==> src/rtl/coin_feeder_if.sv <==
// coin_feeder_if
//   Bundles the purchase request, vending machine feedback and the coin
//   feeder outputs into one connection.
//   master : drives start, plan, newspaper; observes coin, busy, done,
//            timeout, error, paid (the controlling side / testbench).
//   slave  : the coin_feeder itself.
interface coin_feeder_if;
    logic       start;
    logic [1:0] plan;
    logic       newspaper;
    logic [1:0] coin;
    logic       busy;
    logic       done;
    logic       timeout;
    logic       error;
    logic [4:0] paid;

    modport master (
        output start, plan, newspaper,
        input  coin, busy, done, timeout, error, paid
    );

    modport slave (
        input  start, plan, newspaper,
        output coin, busy, done, timeout, error, paid
    );
endinterface

==> src/rtl/coin_feeder.sv <==
// coin_feeder
//   Feeds a sequence of nickels/dimes into a vending machine according to a
//   two-bit payment plan, then waits for the newspaper to be dispensed.
//   Ports:
//     clock : rising-edge clock
//     reset : synchronous, active-low reset
//     bus   : coin_feeder_if.slave
//             start/plan/newspaper in; coin, busy, done, timeout, error,
//             paid out (all registered)
//   Parameters:
//     HOLD_CYCLES : cycles each coin code is held on coin (>= 1)
//     GAP_CYCLES  : cycles coin is held at 0 after each coin (>= 1)
//     WAIT_CYCLES : cycles allowed for the newspaper after the final gap (>= 1)
module coin_feeder #(
    parameter int HOLD_CYCLES = 1,
    parameter int GAP_CYCLES  = 2,
    parameter int WAIT_CYCLES = 4
) (
    input  logic         clock,
    input  logic         reset,
    coin_feeder_if.slave bus
);

    typedef enum logic [1:0] {
        IDLE  = 2'd0,
        DRIVE = 2'd1,
        GAP   = 2'd2,
        WAIT  = 2'd3
    } state_t;

    localparam logic [1:0] COIN_NONE   = 2'd0;
    localparam logic [1:0] COIN_NICKEL = 2'd1;
    localparam logic [1:0] COIN_DIME   = 2'd2;

    // One shared phase counter; it only has to reach the largest window - 1.
    localparam int CNT_MAX_HG = (HOLD_CYCLES > GAP_CYCLES) ? HOLD_CYCLES : GAP_CYCLES;
    localparam int CNT_MAX    = (CNT_MAX_HG > WAIT_CYCLES) ? CNT_MAX_HG : WAIT_CYCLES;
    localparam int CW         = (CNT_MAX > 1) ? $clog2(CNT_MAX) : 1;

    localparam logic [CW-1:0] HOLD_LAST = CW'(HOLD_CYCLES - 1);
    localparam logic [CW-1:0] GAP_LAST  = CW'(GAP_CYCLES - 1);
    localparam logic [CW-1:0] WAIT_LAST = CW'(WAIT_CYCLES - 1);

    // Coin code for position idx of a plan.
    function automatic logic [1:0] coin_code(input logic [1:0] plan, input logic [1:0] idx);
        logic [1:0] code;
        case (plan)
            2'd0:    code = COIN_NICKEL;
            2'd1:    code = (idx == 2'd0) ? COIN_NICKEL : COIN_DIME;
            2'd2:    code = (idx == 2'd0) ? COIN_DIME : COIN_NICKEL;
            2'd3:    code = COIN_DIME;
            default: code = COIN_NONE;
        endcase
        return code;
    endfunction

    // Value in cents of a coin code.
    function automatic logic [4:0] coin_value(input logic [1:0] code);
        logic [4:0] cents;
        case (code)
            COIN_NICKEL: cents = 5'd5;
            COIN_DIME:   cents = 5'd10;
            default:     cents = 5'd0;
        endcase
        return cents;
    endfunction

    // Index of the final coin: plan 0 uses three nickels, the others two coins.
    function automatic logic [1:0] last_idx(input logic [1:0] plan);
        logic [1:0] idx;
        if (plan == 2'd0) begin
            idx = 2'd2;
        end else begin
            idx = 2'd1;
        end
        return idx;
    endfunction

    state_t        state_r, state_s;
    logic [1:0]    plan_r, plan_s;
    logic [1:0]    idx_r, idx_s;
    logic [CW-1:0] cnt_r, cnt_s;
    logic [1:0]    coin_r, coin_s;
    logic          busy_r, busy_s;
    logic          done_r, done_s;
    logic          timeout_r, timeout_s;
    logic          error_r, error_s;
    logic [4:0]    paid_r, paid_s;
    logic          last_s;
    logic [1:0]    next_code_s;

    // Next-state and next-output logic; every output is computed here and
    // registered below so the pins never see combinational paths.
    always_comb begin
        state_s     = state_r;
        plan_s      = plan_r;
        idx_s       = idx_r;
        cnt_s       = cnt_r;
        coin_s      = coin_r;
        paid_s      = paid_r;
        done_s      = 1'b0;
        timeout_s   = 1'b0;
        error_s     = 1'b0;
        last_s      = (idx_r == last_idx(plan_r));
        next_code_s = coin_code(plan_r, idx_r + 2'd1);

        case (state_r)
            IDLE: begin
                coin_s = COIN_NONE;
                if (bus.start) begin
                    plan_s  = bus.plan;
                    idx_s   = 2'd0;
                    cnt_s   = '0;
                    coin_s  = coin_code(bus.plan, 2'd0);
                    paid_s  = coin_value(coin_code(bus.plan, 2'd0));
                    state_s = DRIVE;
                end else begin
                    cnt_s = '0;
                end
            end

            DRIVE: begin
                if (bus.newspaper) begin
                    // Dispensed while the final coin is on the bus counts as
                    // success; any earlier coin means the machine misbehaved.
                    coin_s  = COIN_NONE;
                    cnt_s   = '0;
                    state_s = IDLE;
                    if (last_s) begin
                        done_s = 1'b1;
                    end else begin
                        error_s = 1'b1;
                    end
                end else if (cnt_r == HOLD_LAST) begin
                    coin_s  = COIN_NONE;
                    cnt_s   = '0;
                    state_s = GAP;
                end else begin
                    cnt_s = cnt_r + CW'(1);
                end
            end

            GAP: begin
                if (bus.newspaper) begin
                    coin_s  = COIN_NONE;
                    cnt_s   = '0;
                    state_s = IDLE;
                    if (last_s) begin
                        done_s = 1'b1;
                    end else begin
                        error_s = 1'b1;
                    end
                end else if (cnt_r == GAP_LAST) begin
                    cnt_s = '0;
                    if (last_s) begin
                        state_s = WAIT;
                    end else begin
                        idx_s   = idx_r + 2'd1;
                        coin_s  = next_code_s;
                        paid_s  = paid_r + coin_value(next_code_s);
                        state_s = DRIVE;
                    end
                end else begin
                    cnt_s = cnt_r + CW'(1);
                end
            end

            WAIT: begin
                coin_s = COIN_NONE;
                if (bus.newspaper) begin
                    done_s  = 1'b1;
                    cnt_s   = '0;
                    state_s = IDLE;
                end else if (cnt_r == WAIT_LAST) begin
                    timeout_s = 1'b1;
                    cnt_s     = '0;
                    state_s   = IDLE;
                end else begin
                    cnt_s = cnt_r + CW'(1);
                end
            end

            default: begin
                coin_s  = COIN_NONE;
                cnt_s   = '0;
                state_s = IDLE;
            end
        endcase

        busy_s = (state_s != IDLE);
    end

    // State, counters and registered outputs; reset aborts silently.
    always_ff @(posedge clock) begin
        if (!reset) begin
            state_r   <= IDLE;
            plan_r    <= 2'd0;
            idx_r     <= 2'd0;
            cnt_r     <= '0;
            coin_r    <= COIN_NONE;
            busy_r    <= 1'b0;
            done_r    <= 1'b0;
            timeout_r <= 1'b0;
            error_r   <= 1'b0;
            paid_r    <= 5'd0;
        end else begin
            state_r   <= state_s;
            plan_r    <= plan_s;
            idx_r     <= idx_s;
            cnt_r     <= cnt_s;
            coin_r    <= coin_s;
            busy_r    <= busy_s;
            done_r    <= done_s;
            timeout_r <= timeout_s;
            error_r   <= error_s;
            paid_r    <= paid_s;
        end
    end

    assign bus.coin    = coin_r;
    assign bus.busy    = busy_r;
    assign bus.done    = done_r;
    assign bus.timeout = timeout_r;
    assign bus.error   = error_r;
    assign bus.paid    = paid_r;

endmodule

==> src/flat_wrapper.sv <==
// flat-port wrapper written by rule: the top's interface ports become plain ports
module coin_feeder_flat 
#(
    parameter int HOLD_CYCLES = 1,
    parameter int GAP_CYCLES  = 2,
    parameter int WAIT_CYCLES = 4
)
  (clock, reset, bus_start, bus_plan, bus_newspaper, bus_coin, bus_busy, bus_done, bus_timeout, bus_error, bus_paid);
  coin_feeder_if bus_i ();
  input  logic clock;
  input  logic reset;
  input wire logic [$bits(bus_i.start)-1:0] bus_start;
  input wire logic [$bits(bus_i.plan)-1:0] bus_plan;
  input wire logic [$bits(bus_i.newspaper)-1:0] bus_newspaper;
  output wire logic [$bits(bus_i.coin)-1:0] bus_coin;
  output wire logic [$bits(bus_i.busy)-1:0] bus_busy;
  output wire logic [$bits(bus_i.done)-1:0] bus_done;
  output wire logic [$bits(bus_i.timeout)-1:0] bus_timeout;
  output wire logic [$bits(bus_i.error)-1:0] bus_error;
  output wire logic [$bits(bus_i.paid)-1:0] bus_paid;
  assign bus_i.start = bus_start;
  assign bus_i.plan = bus_plan;
  assign bus_i.newspaper = bus_newspaper;
  assign bus_coin = bus_i.coin;
  assign bus_busy = bus_i.busy;
  assign bus_done = bus_i.done;
  assign bus_timeout = bus_i.timeout;
  assign bus_error = bus_i.error;
  assign bus_paid = bus_i.paid;
  coin_feeder #(.HOLD_CYCLES(HOLD_CYCLES), .GAP_CYCLES(GAP_CYCLES), .WAIT_CYCLES(WAIT_CYCLES)) u_core (.clock(clock), .reset(reset), .bus(bus_i));
endmodule
==> config.mk <==
export PLATFORM = sky130hd
export DESIGN_NAME = coin_feeder_flat
export DESIGN_NICKNAME = d
export VERILOG_FILES = /design/src/rtl/coin_feeder_if.sv /design/src/rtl/coin_feeder.sv /design/src/flat_wrapper.sv
export SDC_FILE = /design/constraint.sdc
export NUM_CORES = 1
export LEC_CHECK = 0
export ABC_AREA = 1
export BUFFER_PORTS_ARGS = -buffer_cell sky130_fd_sc_hd__buf_2
export CORE_ASPECT_RATIO = 1.5
export CORE_MARGIN = 1.5
export CORE_UTILIZATION = 47
export DETAILED_ROUTE_END_ITERATION = 10
export HOLD_SLACK_MARGIN = 0.08
export PLACE_DENSITY = 0.7
export SKIP_LAST_GASP = 1
export SLEW_MARGIN = 20
export SYNTH_ARGS = -nofsm -noshare
export SYNTH_HDL_FRONTEND = slang
export SYNTH_SLANG_ARGS = --single-unit
==> constraint.sdc <==
create_clock -name clock -period 5.1 [get_ports clock]
set_input_delay 0.51 -clock clock [delete_from_list [all_inputs] [get_ports clock]]
set_output_delay 0.51 -clock clock [all_outputs]
set_load 0.05 [all_outputs]
==> results of run 1 <==
==> layout by cell type, fill, tap and decap left out, types with 2 or more instances in the layout <==
cell	netlist	layout
buf_2	2	16
inv_1	29	29
a32oi_1	2	2
nor2_1	20	20
ha_1	13	13
nor3_1	2	2
nand3_1	8	8
clkbuf_4	0	3
nand3b_1	3	3
a21oi_1	11	11
nand2_1	47	47
o21ai_0	8	8
dfxtp_1	19	19
==> final cells by class <==
cell class                      instances  area [um^2]  share of cell area
Clock buffer                            4         26.3              0.0193
Multi-Input combinational cell        127          732               0.538
Timing Repair Buffer                   16         80.1              0.0588
Inverter                               30          113              0.0827
Tap cell                               24         30.0              0.0221
Sequential cell                        19          380               0.279
==> how the worst max path moves through the flow <==
stage                          from                  to  cells past startpoint  slack, ns
floorplan           u_core.idx_r[0]  u_core.bus.paid[4]                     14       3.15
global placement    u_core.idx_r[0]  u_core.bus.paid[4]                     13       3.07
detailed placement  u_core.idx_r[0]  u_core.bus.paid[4]                     13       2.99
CTS                 u_core.idx_r[0]  u_core.bus.paid[4]                     13       2.96
global route        u_core.idx_r[1]  u_core.bus.paid[4]                     13       2.73
finish              u_core.idx_r[1]  u_core.bus.paid[4]                     13       2.95
==> sequential cells by signal, summed over array words and instances, names as in the netlist, 2 cells and up <==
signal	count
u_core.state_r	2
u_core.plan_r	2
u_core.bus.paid	5
u_core.idx_r	2
u_core.cnt_r	2
u_core.bus.coin	2
==> cells in the mapped netlist (all sizes together) <==
cell type,n,area [um^2]
ha,13,163
nand3,9,50.1
a21oi,11,55.1
xor2,1,8.76
a22o,1,8.76
a32oi,2,17.5
nor4,1,6.26
nor3,2,10.0
inv,30,113
nand2,49,194
a22oi,1,7.51
nand3b,3,22.5
o21ai,10,53.8
dfxtp,19,380
buf,2,10.0
nor2,21,86.3
a211oi,1,7.51
nand4,1,21.3
fa,1,20.0
==> power groups by stage <==
| stage | sequential (uW) | combinational, uW | clock (uW) |
|---|---|---|---|
| floorplan | 179 | 48.6 | 0 |
| global placement | 165 | 81.5 | 0 |
| detailed placement | 166 | 83.8 | 0 |
| CTS | 162 | 84.2 | 80.0 |
| global route | 163 | 92.6 | 88.3 |
| finish | 162 | 84.2 | 79.8 |
==> worst max-delay path: cells and delay by family, from the launching register on <==
kind	cells	cell delay (ns)
adders and majority gates	3	0.77
and+or+nand+nor	6	0.53
DFF	1	0.35
AOI/OAI and AO/OA	2	0.25
buffers and inverters	2	0.18
==> routing by layer <==
layer  routed length, um  share of wire  GRT usage  vias to the layer above
met2                1550           0.53      0.400                       28
met1                1150           0.40      0.214                      552
met4                 125          0.043      0.151                        0
li1                    -              -          -                      604
met3                  74          0.026     0.0301                       13
met5                   0              0          0                        -
==> logic make-up (layout without fill, tap and decap cells) <==
kind of cell,Yosys count,in the layout,synth area share
xor gates and xnor gates,1,1,0.00709
DFF,19,19,0.308
buffers and inverters,32,50,0.0993
adders and majority gates,14,14,0.148
and+or+nand+nor,86,86,0.316
AOI/OAI and AO/OA,26,26,0.122
==> per-stage QoR <==
| stage | util | total power (uW) | hold slack, ns |
|---|---|---|---|
| floorplan | - | 228 | 0.448 |
| global placement | 0.539 | 247 | 0.462 |
| detailed placement | 0.539 | 249 | 0.474 |
| CTS | 0.549 | 326 | 0.455 |
| global route | 0.549 | 344 | 0.452 |
| finish | 0.549 | 326 | 0.446 |
==> qor.csv, run 1 <==
metric,value,unit
crit_top_cell,nand2_1,
r2r_end,u_core.bus.paid[4],
p_comb_frac,0.258,
critPathArrivalTime,2.40,ns
dieHeight,65.8,um
n_antenna_cell,0,
remaining_drc_errors,0,
post-route-min-period,2.15,ns
cts_made_buffers,3,
r2r_cells,13,
p_clk_frac,0.245,
rsz0062_at_grt,no,
clockBufferDepth,2,
vias,1197,
tns,0,ns
nNetsFinal,217,
r2r_setup_slack,2.95,ns
dieArea,2950,um^2
die_x,44.9,um
stdcell_count,220,
areaGrowthSynthToFinish,10.2,%
htreeDepth,1,
hpwl,2.22,mm
holdPathEnd,u_core.bus.timeout,
detail-route-antenna-nets,0,
clockRootBuffer,clkbuf_4,
swShare,0.348,
ys_types,26,
clkTransAtPathRegs,0.10,ns
p_leak,0.000711,uW
drive_gt1_frac,0.133,
syn_area_per_cell,6.94,um^2
holdBufCountCts,0,
placeableCoreArea,2480,um^2
p_switching,114,uW
synthCells,178,
grt_pass1_vias,1205,
maxSlewHeadroom,0.699,
grt_first_pass_wirelength,4.80,mm
cts_sinks,19,
syn_area,1230,um^2
hold_viol_final,0,
drt_iter0_markers,34,
seqPwrFrac,0.497,
io_buffers,16,
grt.total_usage,0.219,
finalCritPeriodShare,0.421,
slew_violations,0,
timing.final.ws_setup,2.95,ns
r2r-start,u_core.idx_r[1],
dpl-instance-area,1340,um^2
maxCapViolCount,0,
fmax,0.465,GHz
dp.cells,216,
routabilityCongestion,0.879,
initial_core_util,0.498,
routed_wl,2.90,mm
max_stage_delay,0.40,ns
antenna_found_initial,0,
irDropWorstVdd,0.129,mV
ys_ff_latch,19,
overflow,0,
crit_fanout,5,
fill_cells,255,
insertion_delay,0.31,ns
final_cell_area,1360,um^2
slowest_stage,fa_1,
path_cells,ha_1 -> nand2_1 -> o21ai_1 -> inv_1 -> ha_1 -> inv_1 -> fa_1 -> nand3b_1 -> nand3b_1 -> nand2_1 -> nor2_1 -> nand2_1 -> a21oi_1,
syn_nets,198,
routedWlPerCell,13.2,um
rows,22,
critPathCaptureType,flip-flop,
grt_start_max_net_pins,12,
hp-class,in2reg,
clock_skew,0.00690,ns
io_pins,17,
yosysSeqAreaShare,0.308,
critPathRequiredTime,5.35,ns
drtPass1Iterations,4,
dp_worst_setup_slack,2.99,ns
worstHoldStart,bus_newspaper,
cp-start-kind,flip-flop,
via_per_inst,5.44,
cts_tree,built,
p_int,213,uW
yosys_warnings,0,
power.density,240,nW/um^2
cts-resized-gates,0,
path_class,reg2reg,
setup_violations,0,
tightest_slew,0.452,ns
postCtsSetupBuffers,0,
holdPathStages,2,
status,completed,
(Power assumes the default switching activity.)
==> run 2, diff against run 1 <==
==> constraint.sdc (replaced) <==
create_clock -name clock -period 2.1 [get_ports clock]
set_input_delay 0.21 -clock clock [delete_from_list [all_inputs] [get_ports clock]]
set_output_delay 0.21 -clock clock [all_outputs]
set_load 0.05 [all_outputs]
==> qor.csv, run 2 (same netlist as run 1, synthesis figures left out) <==
metric,value,unit,change
critPathRequiredTime,2.35,ns,was 5.35 ns
rsz0062_at_grt,yes,,was no
total_power,793,uW,was 326 uW
clkTransAtPathRegs,0.10,ns,about the same
irDropWorstVdd,0.355,mV,was 0.129 mV
maxSlewHeadroom,0.725,,was 0.699
post-route-min-period,1.96,ns,was 2.15 ns
remaining_drc_errors,0,,unchanged
antenna_found_initial,0,,unchanged
stdcell_count,224,,was 220
cts_sinks,19,,unchanged
tightest_slew,0.412,ns,was 0.452 ns
routabilityCongestion,0.903,,was 0.879
insertion_delay,0.30,ns,was 0.31 ns
dp.cells,218,,was 216
p_int,524,uW,was 213 uW
initial_core_util,0.498,,unchanged
grt_start_max_net_pins,11,,was 12
io_pins,17,,unchanged
grt_pass1_vias,1131,,was 1205
critPathCaptureType,flip-flop,,unchanged
swShare,0.340,,was 0.348
holdPathStages,2,,unchanged
drt_iter0_markers,56,,was 34
n_antenna_cell,0,,unchanged
routedWlPerCell,12.8,um,was 13.2 um
routed_wl,2.87,mm,was 2.90 mm
grt_first_pass_wirelength,4.69,mm,was 4.80 mm
status,completed,,unchanged
placeableCoreArea,2480,um^2,unchanged
cts_made_buffers,3,,unchanged
hpwl,2.23,mm,was 2.22 mm
dieArea,2950,um^2,unchanged
p_switching,270,uW,was 114 uW
hold_ws,0.151,ns,was 0.446 ns
path_class,reg2reg,,unchanged
final_cell_mix,"nand2_1, inv_1, nor2_1",,unchanged
dieHeight,65.8,um,unchanged
maxCapViolCount,0,,unchanged
slew_violations,0,,unchanged
cp-start-kind,flip-flop,,unchanged
clockRootBuffer,clkbuf_4,,unchanged
overflow,0,,unchanged
die_x,44.9,um,unchanged
crit_fanout,4,,was 5
clock_skew,0.00145,ns,was 0.00690 ns
nNetsFinal,221,,was 217
p_leak,0.000731,uW,was 0.000711 uW
critPathArrivalTime,2.21,ns,was 2.40 ns
vias,1207,,was 1197
p_clk_frac,0.237,,was 0.245
grt.total_usage,0.216,,was 0.219
fmax,0.509,GHz,was 0.465 GHz
fill_cells,250,,was 255
p_comb_frac,0.267,,was 0.258
via_per_inst,5.39,,was 5.44
largest_reg_flops,5,,unchanged
drtPass1Iterations,4,,unchanged
areaGrowthSynthToFinish,14.1,%,was 10.2%
tns,0,ns,unchanged
drive_gt1_frac,0.185,,was 0.133
hold_viol_final,0,,unchanged
detail-route-antenna-nets,0,,unchanged
layout_commonest_cell,nand2_1,,unchanged
cts_tree,built,,unchanged
setup_violations,0,,unchanged
rows,22,,unchanged
htreeDepth,1,,unchanged
io_buffers,16,,unchanged
finalCritPeriodShare,0.935,,was 0.421
hp-class,in2reg,,unchanged
power.density,563,nW/um^2,was 240 nW/um^2
seqPwrFrac,0.496,,was 0.497
clockBufferDepth,2,,unchanged
r2r_cells,13,,unchanged
## run 2: power groups by stage
stage          sequential (uW)  clock (uW)  combinational, uW
6_report                   393         188                212
5_1_grt                    396         215                234
4_1_cts                    393         198                205
3_5_place_dp               402           0                204
3_3_place_gp               401           0                202
2_1_floorplan              435           0                118
## run 2: layout make-up
cell class / count / area [um^2] / area share
Clock buffer: 4 / 26.3 / 0.0187
Multi-Input combinational cell: 127 / 747 / 0.530
Tap cell: 24 / 30.0 / 0.0213
Timing Repair Buffer: 20 / 110 / 0.0782
Inverter: 30 / 113 / 0.0799
Sequential cell: 19 / 383 / 0.272
## run 2: worst paths after layout
check                           slack [ns]                from                  to
worst max-delay path                  0.14     u_core.idx_r[1]  u_core.bus.paid[4]
worst max register to register        0.14     u_core.idx_r[1]  u_core.bus.paid[4]
worst min register to register        0.49  u_core.bus.coin[0]  u_core.bus.coin[0]
worst min-delay path                  0.15       bus_newspaper  u_core.bus.timeout
## run 2: layer usage
| layer | global-route usage | vias to the layer above | part of all wire |
|---|---|---|---|
| met3 | 0.0246 | 17 | 0.028 |
| met4 | 0.0993 | 0 | 0.035 |
| met1 | 0.200 | 547 | 0.38 |
| li1 | - | 610 | - |
| met2 | 0.435 | 33 | 0.56 |
| met5 | 0 | - | 0 |
## run 2: critical path, cell delays in order (launching register included)
cell      delay [ns]
dfxtp_2         0.34
ha_2            0.17
nand2_1         0.08
o21ai_2         0.08
inv_1           0.08
ha_2            0.17
inv_1           0.05
fa_2            0.34
nand3b_1        0.19
nand3b_1        0.10
nand2_1         0.05
nor2_1          0.07
nand2_1         0.07
a21oi_2         0.11
## run 2: timing repair
action	in CTS	in global routing
hold buffers	0	0
endpoints found under the setup margin	0	3
gates resized for setup	0	7
setup buffers	0	2
## run 2: per-stage QoR
step | setup slack (ns) | utilization | area [um^2]
2_1_floorplan | 0.155 | - | 1230
3_3_place_gp | 0.122 | 0.545 | 1350
3_5_place_dp | 0.0359 | 0.545 | 1350
4_1_cts | 0.00396 | 0.556 | 1380
5_1_grt | -0.0191 | 0.569 | 1410
6_report | 0.137 | 0.569 | 1410
